### src/rtl/calc_sequencer_if.sv
// Button inputs and capture-state outputs between the board, the sequencer and the input register/display.
interface calc_sequencer_if;
   logic       BTN_ENTER;
   logic       BTN_UNDO;
   logic [1:0] STATE;
   logic [3:0] STATE_LED;
   logic       RESULT_VALID;
   logic       ENTER_PULSE;
   logic       UNDO_PULSE;

   modport master (
      input  BTN_ENTER, BTN_UNDO,
      output STATE, STATE_LED, RESULT_VALID, ENTER_PULSE, UNDO_PULSE
   );

   modport slave (
      output BTN_ENTER, BTN_UNDO,
      input  STATE, STATE_LED, RESULT_VALID, ENTER_PULSE, UNDO_PULSE
   );
endinterface

### src/rtl/calc_sequencer.sv
// Calculator input-path sequencer: debounces ENTER/UNDO and steps the A -> B -> OP -> RESULT capture state.
module calc_sequencer #(
   parameter int unsigned DEBOUNCE_CYCLES = 500000
) (
   input  logic              CLK,
   input  logic              RESET,
   calc_sequencer_if.master  bus
);

   localparam int unsigned CNT_W = (DEBOUNCE_CYCLES > 1) ? $clog2(DEBOUNCE_CYCLES) : 1;
   localparam logic [CNT_W-1:0] CNT_LAST = CNT_W'(DEBOUNCE_CYCLES - 1);

   typedef enum logic [1:0] {
      ST_A      = 2'd0,
      ST_B      = 2'd1,
      ST_OP     = 2'd2,
      ST_RESULT = 2'd3
   } state_t;

   // Index 0 = ENTER, index 1 = UNDO
   logic [1:0]       btn_raw;
   logic [1:0]       sync1_q;
   logic [1:0]       sync2_q;
   logic [1:0]       db_q;
   logic [1:0]       pulse_q;
   logic [CNT_W-1:0] cnt_q [2];
   logic [1:0]       accept_c;
   logic [1:0]       rise_c;

   state_t     state_q, state_d;
   logic [3:0] led_q, led_d;
   logic       valid_q, valid_d;

   assign btn_raw = {bus.BTN_UNDO, bus.BTN_ENTER};

   // A level change is accepted on the DEBOUNCE_CYCLES-th consecutive differing sample
   always_comb begin
      accept_c = '0;
      rise_c   = '0;
      for (int i = 0; i < 2; i++) begin
         accept_c[i] = (sync2_q[i] != db_q[i]) && (cnt_q[i] == CNT_LAST);
         rise_c[i]   = accept_c[i] & sync2_q[i];
      end
   end

   always_ff @(posedge CLK) begin
      if (!RESET) begin
         sync1_q <= '0;
         sync2_q <= '0;
         db_q    <= '0;
         pulse_q <= '0;
         for (int i = 0; i < 2; i++) cnt_q[i] <= '0;
      end else begin
         sync1_q <= btn_raw;
         sync2_q <= sync1_q;
         pulse_q <= rise_c;
         for (int i = 0; i < 2; i++) begin
            if (sync2_q[i] == db_q[i]) begin
               cnt_q[i] <= '0;
            end else if (accept_c[i]) begin
               db_q[i]  <= sync2_q[i];
               cnt_q[i] <= '0;
            end else begin
               cnt_q[i] <= cnt_q[i] + CNT_W'(1);
            end
         end
      end
   end

   always_ff @(posedge CLK) begin
      if (!RESET) begin
         state_q <= ST_A;
         led_q   <= 4'b0001;
         valid_q <= 1'b0;
      end else begin
         state_q <= state_d;
         led_q   <= led_d;
         valid_q <= valid_d;
      end
   end

   // Decodes are built from the next state so they move together with STATE
   always_comb begin
      state_d = state_q;
      case (pulse_q)
         2'b01: state_d = state_t'(state_q + 2'd1);
         2'b10: if (state_q != ST_A) state_d = state_t'(state_q - 2'd1);
         default: state_d = state_q;
      endcase
      led_d   = 4'(1) << state_d;
      valid_d = (state_d == ST_RESULT);
   end

   assign bus.STATE        = state_q;
   assign bus.STATE_LED    = led_q;
   assign bus.RESULT_VALID = valid_q;
   assign bus.ENTER_PULSE  = pulse_q[0];
   assign bus.UNDO_PULSE   = pulse_q[1];

endmodule

### src/flat_wrapper.sv
// flat-port wrapper written by rule: the top's interface ports become plain ports
module calc_sequencer_flat 
#(
   parameter int unsigned DEBOUNCE_CYCLES = 500000
)
  (CLK, RESET, bus_BTN_ENTER, bus_BTN_UNDO, bus_STATE, bus_STATE_LED, bus_RESULT_VALID, bus_ENTER_PULSE, bus_UNDO_PULSE);
  calc_sequencer_if bus_i ();
  input  logic CLK;
  input  logic RESET;
  input wire logic [$bits(bus_i.BTN_ENTER)-1:0] bus_BTN_ENTER;
  input wire logic [$bits(bus_i.BTN_UNDO)-1:0] bus_BTN_UNDO;
  output wire logic [$bits(bus_i.STATE)-1:0] bus_STATE;
  output wire logic [$bits(bus_i.STATE_LED)-1:0] bus_STATE_LED;
  output wire logic [$bits(bus_i.RESULT_VALID)-1:0] bus_RESULT_VALID;
  output wire logic [$bits(bus_i.ENTER_PULSE)-1:0] bus_ENTER_PULSE;
  output wire logic [$bits(bus_i.UNDO_PULSE)-1:0] bus_UNDO_PULSE;
  assign bus_i.BTN_ENTER = bus_BTN_ENTER;
  assign bus_i.BTN_UNDO = bus_BTN_UNDO;
  assign bus_STATE = bus_i.STATE;
  assign bus_STATE_LED = bus_i.STATE_LED;
  assign bus_RESULT_VALID = bus_i.RESULT_VALID;
  assign bus_ENTER_PULSE = bus_i.ENTER_PULSE;
  assign bus_UNDO_PULSE = bus_i.UNDO_PULSE;
  calc_sequencer #(.DEBOUNCE_CYCLES(DEBOUNCE_CYCLES)) u_core (.CLK(CLK), .RESET(RESET), .bus(bus_i));
endmodule
### config.mk
export PLATFORM = sky130hd
export DESIGN_NAME = calc_sequencer_flat
export DESIGN_NICKNAME = d
export VERILOG_FILES = /design/src/rtl/calc_sequencer_if.sv /design/src/rtl/calc_sequencer.sv /design/src/flat_wrapper.sv
export SDC_FILE = /design/constraint.sdc
export NUM_CORES = 1
export LEC_CHECK = 0
export ABC_AREA = 0
export BUFFER_PORTS_ARGS = -buffer_cell sky130_fd_sc_hd__buf_2
export CAP_MARGIN = 20
export CORE_ASPECT_RATIO = 1.2
export CORE_MARGIN = 5
export CORE_UTILIZATION = 61
export CTS_BUF_LIST = sky130_fd_sc_hd__clkbuf_4
export CTS_CLUSTER_DIAMETER = 200
export DETAILED_ROUTE_END_ITERATION = 6
export PLACE_DENSITY = 0.79
export SYNTH_ARGS = -nofsm -noshare
export SYNTH_HDL_FRONTEND = slang
export SYNTH_SLANG_ARGS = --single-unit
### constraint.sdc
create_clock -name CLK -period 2.5 [get_ports CLK]
set_input_delay 0.625 -clock CLK [delete_from_list [all_inputs] [get_ports CLK]]
set_output_delay 0.625 -clock CLK [all_outputs]
set_load 0.005 [all_outputs]
==> results of run 1 <==
## registers in the layout, summed over array words and instances (netlist names)
register                 cells
u_core.cnt_q                38
u_core.sync1_q               2
u_core.db_q                  2
u_core.sync2_q               2
u_core.pulse_q               2
u_core.bus.RESULT_VALID      1
u_core.bus.STATE             2
u_core.bus.STATE_LED         4
## cell families after synthesis
group	synth area share
compound gates	0.07790
xor+xnor	0.07227
fa+ha+maj	0.02816
buf+inv	0.02956
flops	0.5406
other cells	0.001406
simple gates	0.2501
## placed cells by master, fill, tap and decap left out, types with 3 or more instances in the layout
| cell | instances |
|---|---|
| xnor2_1 | 9 |
| buf_2 | 12 |
| a21oi_1 | 16 |
| or4_1 | 7 |
| nand3_1 | 13 |
| ha_1 | 6 |
| buf_4 | 3 |
| or3_1 | 9 |
| nor2_1 | 29 |
| o21ai_0 | 10 |
| clkbuf_4 | 5 |
| and3_1 | 6 |
| and4_1 | 4 |
| edfxtp_1 | 38 |
| conb_1 | 38 |
| nand2_1 | 16 |
| xor2_1 | 13 |
| dfxtp_1 | 15 |
| inv_1 | 14 |
| nand4_1 | 12 |
| nor4_1 | 5 |
| and2_1 | 5 |
| o31ai_1 | 7 |
## worst min-delay path by stage
stage | start | endpoint | slack (ns) | cells past startpoint
finish | bus_BTN_ENTER | u_core.sync1_q[0] | 0.44 | 2
global route | bus_BTN_UNDO | u_core.sync1_q[1] | 0.42 | 2
CTS | bus_BTN_ENTER | u_core.sync1_q[0] | 0.42 | 2
detailed placement | u_core.sync1_q[1] | u_core.sync2_q[1] | 0.43 | 1
global placement | u_core.sync1_q[1] | u_core.sync2_q[1] | 0.42 | 1
floorplan | u_core.sync1_q[0] | u_core.sync2_q[0] | 0.41 | 1
## cell type report
type,instances,share of cell area
Timing Repair Buffer,15,0.02759
Tap cell,56,0.02341
Multi-Input combinational cell,224,0.4293
Sequential cell,53,0.4816
Clock buffer,5,0.01254
Inverter,14,0.01756
Clock inverter,3,0.007943
## per-stage QoR
stage               hold WS, ns  utilization  total power, W  instances  setup slack, ns
finish                   0.4390       0.7023        0.001467        370           0.5819
global placement         0.4160       0.6879        0.001080        362           0.6202
detailed placement       0.4251       0.6879        0.001083        362           0.6143
global route             0.4228       0.7023        0.001538        370           0.4479
CTS                      0.4184       0.7023        0.001486        370           0.5667
floorplan                0.4119            -        0.001062        297           0.6126
## power by group through the flow
stage	logic, W	clock network [W]	registers, W
floorplan	0.0000503	0	0.00101
global placement	0.0000593	0	0.00102
detailed placement	0.0000602	0	0.00102
CTS	0.0000610	0.000422	0.00100
global route	0.0000728	0.000457	0.00101
finish	0.0000616	0.000402	0.00100
## worst max-delay path, delay by kind of cell (launching register included)
family,cells,cell delay (ns)
DFF,1,0.42
adders and majority gates,1,0.24
AOI/OAI and AO/OA,1,0.14
and+or+nand+nor,3,0.99
## metal layers
metal / global-route usage / up-vias
met4: 0.07663 / 0
li1: - / 1028
met3: 0.03753 / 6
met1: 0.1901 / 945
met5: 0 / -
met2: 0.3146 / 22
==> results.toml, run 1 <==
[route]
dr.pass1.iters = 4
route.detailed.drc = 0
wire_per_inst_um = 12.38
top_layer = "met4"
wl_met1_um = 1981
wl_met3_um = 118
via_per_inst = 5.408
drt_iter0_markers = 83
via_count = 2001
dr_wl_met2_um = 2414
routed_wl_um = 4582
ant_nets = 0

[floorplan]
rows = 26
dieArea_um2 = 5799
die_width_um = 70.36
core_area_um2 = 4262
start_util = 0.6257
ios = 13
die_h_um = 82.43

[run]
cap_violations = 0

[yosys]
yosys-top-cells-area = "edfxtp_1, dfxtp_1, xor2_1"
synth_seq_cells = 53
synth.top_cell.area_share = 0.4280
synth_warnings = 0
synthDistinctLibCells = 34
syn_area_per_cell_um2 = 10.26
ys.flop_type = "edfxtp_1"
syn_inst = 260
async_flop_share = 0
yosysMostFrequentCell = "edfxtp_1"
ys_seq_area_frac = 0.5406
netlist_area_um2 = 2666
synth_edf_count = 38
synth_top_cell_by_area = "edfxtp_1"
synth_commonest_cells = "edfxtp_1, nor2_1, a21oi_1, nand2_1, dfxtp_1"

[timing]
period_minus_slack_ns = 1.918
clock.fmax_mhz = 521.4
hold_violations = 0
setup_tns_ns = 0
rsz0062_at_grt = "false"
drv_slew = 0
post-route-period-util = 0.7672
clock-skew-final_ns = 0.008309
setup_viol = 0

[clock_tree]
cts_sinks = 53
post_cts_buffers = 0
cts_root_buf = "clkbuf_4"
hold_buffers = 0
numCtsBuffers = 5
clk_pin_slew_ns = 0.16
cts.htree.levels = 2
clk_path_buf_depth = 2
cts_tree = "done"
cts_resized = 0
insertion_delay_ns = 0.38

[critical_path]
start_kind = "register"
r2r_setup_slack_ns = 0.58
arrival_ns = 2.16
cpPeakStageDelay_ns = 0.47
cp_max_fo = 9
path_class = "register to register"
crit_required_ns = 2.74
r2r_end = "u_core.cnt_q[0][16]"
critPathLaunch = "u_core.cnt_q[0][0]"
crit_path_end_kind = "register"
crit_path_top_delay_cell = "or4_1"
cp_cell_sequence = "ha_1 > and4_1 > nand3_1 > or4_1 > a21oi_1"
worstRegToRegCells = 5
rr_startpoint = "u_core.cnt_q[0][0]"
cp-endpoint = "u_core.cnt_q[0][16]"

[finish]
seqCellArea_um2 = 1441
fill_cells = 322
fin_area_um2 = 2993
syn_to_final_growth_pct = 12.25
fin_nets = 323
drive_above_1_share = 0.08280
multi_input_area_um2 = 1285
antenna_cells = 0

[power]
internal-power_w = 0.001114
power_switching_w = 0.0003536
share_comb_of_total_power = 0.042
p_leak_nw = 1.098
switching_share = 0.2410
p_per_area_nw_per_um2 = 490.2
vdd_drop_max_mv = 0.5020
power_frac_seq = 0.684
pwr-share-clk = 0.274

[global_route]
grt_pass1_wl_um = 7776
grt_pass1_vias = 1877
grt_overflow = 0
antenna_found_initial = 0
grtUsageTotal = 0.1709
grt_max_degree = 19

[placed_design]
io_buffers = 12
dp_hpwl_um = 3419
placed_area_um2 = 2932
place_congestion = 0.8794

[run_status]
status = "complete, no violations"

[hold_path]
worstHoldPathType = "input port to register"
No activity file was read; power rests on OpenSTA's default activity.
==> run 2: changes to the inputs <==
- ABC_AREA: 0 -> 1
- CORE_UTILIZATION: 61 -> 58
- clock period: 2.5 -> 1.56 ns (I/O delays scaled with it)
==> run 2 against run 1 <==
Compared with the run above: the flow now finishes with violations (negative setup slack); wire length is 45% higher; clock skew is 0.0057 ns higher; flip-flop and latch count stayed put; via count is 35% higher; combinational power grew to 3.5 times the previous value; register-to-register slack worse by 0.61 ns; area after synthesis is 13% higher; total power is 70% higher; non-clock buffer count is 34 higher; final cell count is 41% higher; core utilization is 4.9 points higher.
==> results.toml, run 2 <==
[route]
routed_wl_um = 6632
dr.pass1.iters = 5
ant_nets = 0
wire_per_inst_um = 12.68
via_per_inst = 5.164
route.detailed.drc = 0
drt_iter0_markers = 201
via_count = 2701

[finish]
syn_to_final_growth_pct = 24.31
layout_common_cells = "nand2_1, nor2_1, edfxtp_1, conb_1, buf_4"
layout_commonest_cell = "nand2_1"
antenna_cells = 0
seqCellArea_um2 = 1441
regMostFlops = "u_core.cnt_q"
final_cells = 523
largest_register_ffs = 38
multi_input_area_um2 = 1664
fin_nets = 472
drive_above_1_share = 0.2225
fill_cells = 358
fin_area_um2 = 3736

[yosys]
synth.top_cell.area_share = 0.3797
synth_top_family_by_area = "simple AND/OR/NAND/NOR gates"
synth_xor_area_frac = 0.05246
synth_edf_count = 38
synth_top_cell_by_area = "edfxtp_1"
synth_warnings = 0
synth_seq_cells = 53
ys.flop_type = "edfxtp_1"
yosysMostFrequentCell = "nand2_1"
yosys-top-cells-area = "edfxtp_1, nand2_1, dfxtp_1"
synth_commonest_cells = "nand2_1, nor2_1, edfxtp_1, inv_1, nand3_1"
syn_inst = 370
muxShareOfSynthArea = 0
syn_area_per_cell_um2 = 8.123
synthDistinctLibCells = 33
ys_seq_area_frac = 0.4796
yosys.area_share.simple = 0.3526
synth_compound_area_frac = 0.02748
synth_adder_area_share = 0.02498
async_flop_share = 0
netlist_area_um2 = 3005

[critical_path]
arrival_ns = 1.77
crit_required_ns = 1.74
path_class = "register to register"
start_kind = "register"
worstRegToRegCells = 7
cp_max_fo = 5
crit_path_end_kind = "register"

[placed_design]
dp_hpwl_um = 4277
place_congestion = 0.8694
place_inst = 494
io_buffers = 12
placed_area_um2 = 3387

[clock_tree]
cts_tree = "done"
clk_path_buf_depth = 2
cts_sinks = 53
clk_pin_slew_ns = 0.17
cts.htree.levels = 2
numCtsBuffers = 5
insertion_delay_ns = 0.40
hold_buffers = 0
cts_root_buf = "clkbuf_4"

[run]
cap_violations = 0

[timing]
post-route-period-util = 1.017
rsz0062_at_grt = "true"
drv_slew = 0
clock.fmax_mhz = 630.4
setup_viol = 2
period_minus_slack_ns = 1.586
hold_violations = 0
fin_ws_ns = -0.02641
clock-skew-final_ns = 0.01397
setup_tns_ns = -0.02816

[power]
vdd_drop_max_mv = 0.5756
p_leak_nw = 1.556
power_w = 0.002489
p_per_area_nw_per_um2 = 666.1

[floorplan]
core_area_um2 = 4975
start_util = 0.6041
ios = 13
dieArea_um2 = 6727
rows = 28
die_h_um = 88.86
die_width_um = 75.71

[global_route]
grt_overflow = 0
grtUsageTotal = 0.1907
grt_pass1_wl_um = 9742
grt_pass1_vias = 2409
antenna_found_initial = 0
grt_max_degree = 20

[hold_path]
whs_path_depth = 3
worstHoldPathType = "input port to register"

[run_status]
status = "finished with violations"
violations = "negative setup slack"
==> run 2: cell count changes in the layout (fill, tap and decap cells not counted), sizes merged, moves of 10 or more <==
cell   change
buf       +34
nand3     +10
inv       +26
nand2     +85
nor2      +53
==> run 2: metal layers <==
layer	up-vias	track usage	part of all wire
li1	1333	-	-
met1	1216	0.2042	0.37
met2	116	0.3480	0.54
met3	36	0.04318	0.050
met4	0	0.08744	0.043
met5	-	0	0
==> run 2: cell type report <==
type                       count  share of cell area
inverter                      40             0.04086
clock inverter                 3            0.006363
clock buffer                   5             0.01005
sequential                    53              0.3858
multi-input combinational    313              0.4454
tap                           60             0.02009
timing repair buffer          49             0.09143
==> run 2: logic make-up (layout without fill, tap and decap cells) <==
logic type               count (synthesis)  in the layout
flip-flops                              53             53
buffers and inverters                   44             97
AND/OR/NAND/NOR                        232            235
XOR/XNOR                                18             18
other                                    1             38
adder cells (fa/ha/maj)                  6              6
AO/OA/AOI/OAI                           16             16
==> run 2: path summary, 6_finish.rpt <==
kind,slack [ns],from,endpoint
max,-0.03,u_core.cnt_q[1][2],u_core.cnt_q[1][9]
min,0.16,bus_BTN_UNDO,u_core.sync1_q[1]
max reg2reg,-0.03,u_core.cnt_q[1][2],u_core.cnt_q[1][9]
min reg2reg,0.43,u_core.sync1_q[0],u_core.sync2_q[0]
==> run 2: critical path, cell delays in order (launching register included) <==
cell and delay, ns:
edfxtp_1 0.53, nand3_4 0.17, nor2_2 0.15, nand2_1 0.13, nor2_1 0.17, nand2_1 0.08
nand2_1 0.10, nor2_1 0.04
==> run 2: through the flow <==
step                worst slack (ns)  hold WS (ns)  utilization
floorplan                    0.04177        0.3905            -
global placement            -0.05311        0.4028       0.6808
detailed placement           -0.1285        0.4036       0.6808
CTS                         -0.02326        0.1525       0.6947
global route                -0.07919        0.1645       0.7510
finish                      -0.02641        0.1593       0.7510
==> run 2: power by group <==
| part | internal, W | switching, W | total (W) |
|---|---|---|---|
| Sequential | 0.00155 | 0.0000464 | 0.00160 |
| Combinational | 0.0000889 | 0.000124 | 0.000213 |
| Clock | 0.000190 | 0.000486 | 0.000676 |
| Total | 0.00183 | 0.000656 | 0.00249 |
==> run 2: what timing repair did <==
| action | CTS | global route |
|---|---|---|
| pin swaps | 1 | 12 |
| buffers inserted | 0 | 18 |
| resized for setup | 1 | 28 |
| setup endpoints to repair | 19 | 40 |
| cloned | 0 | 3 |
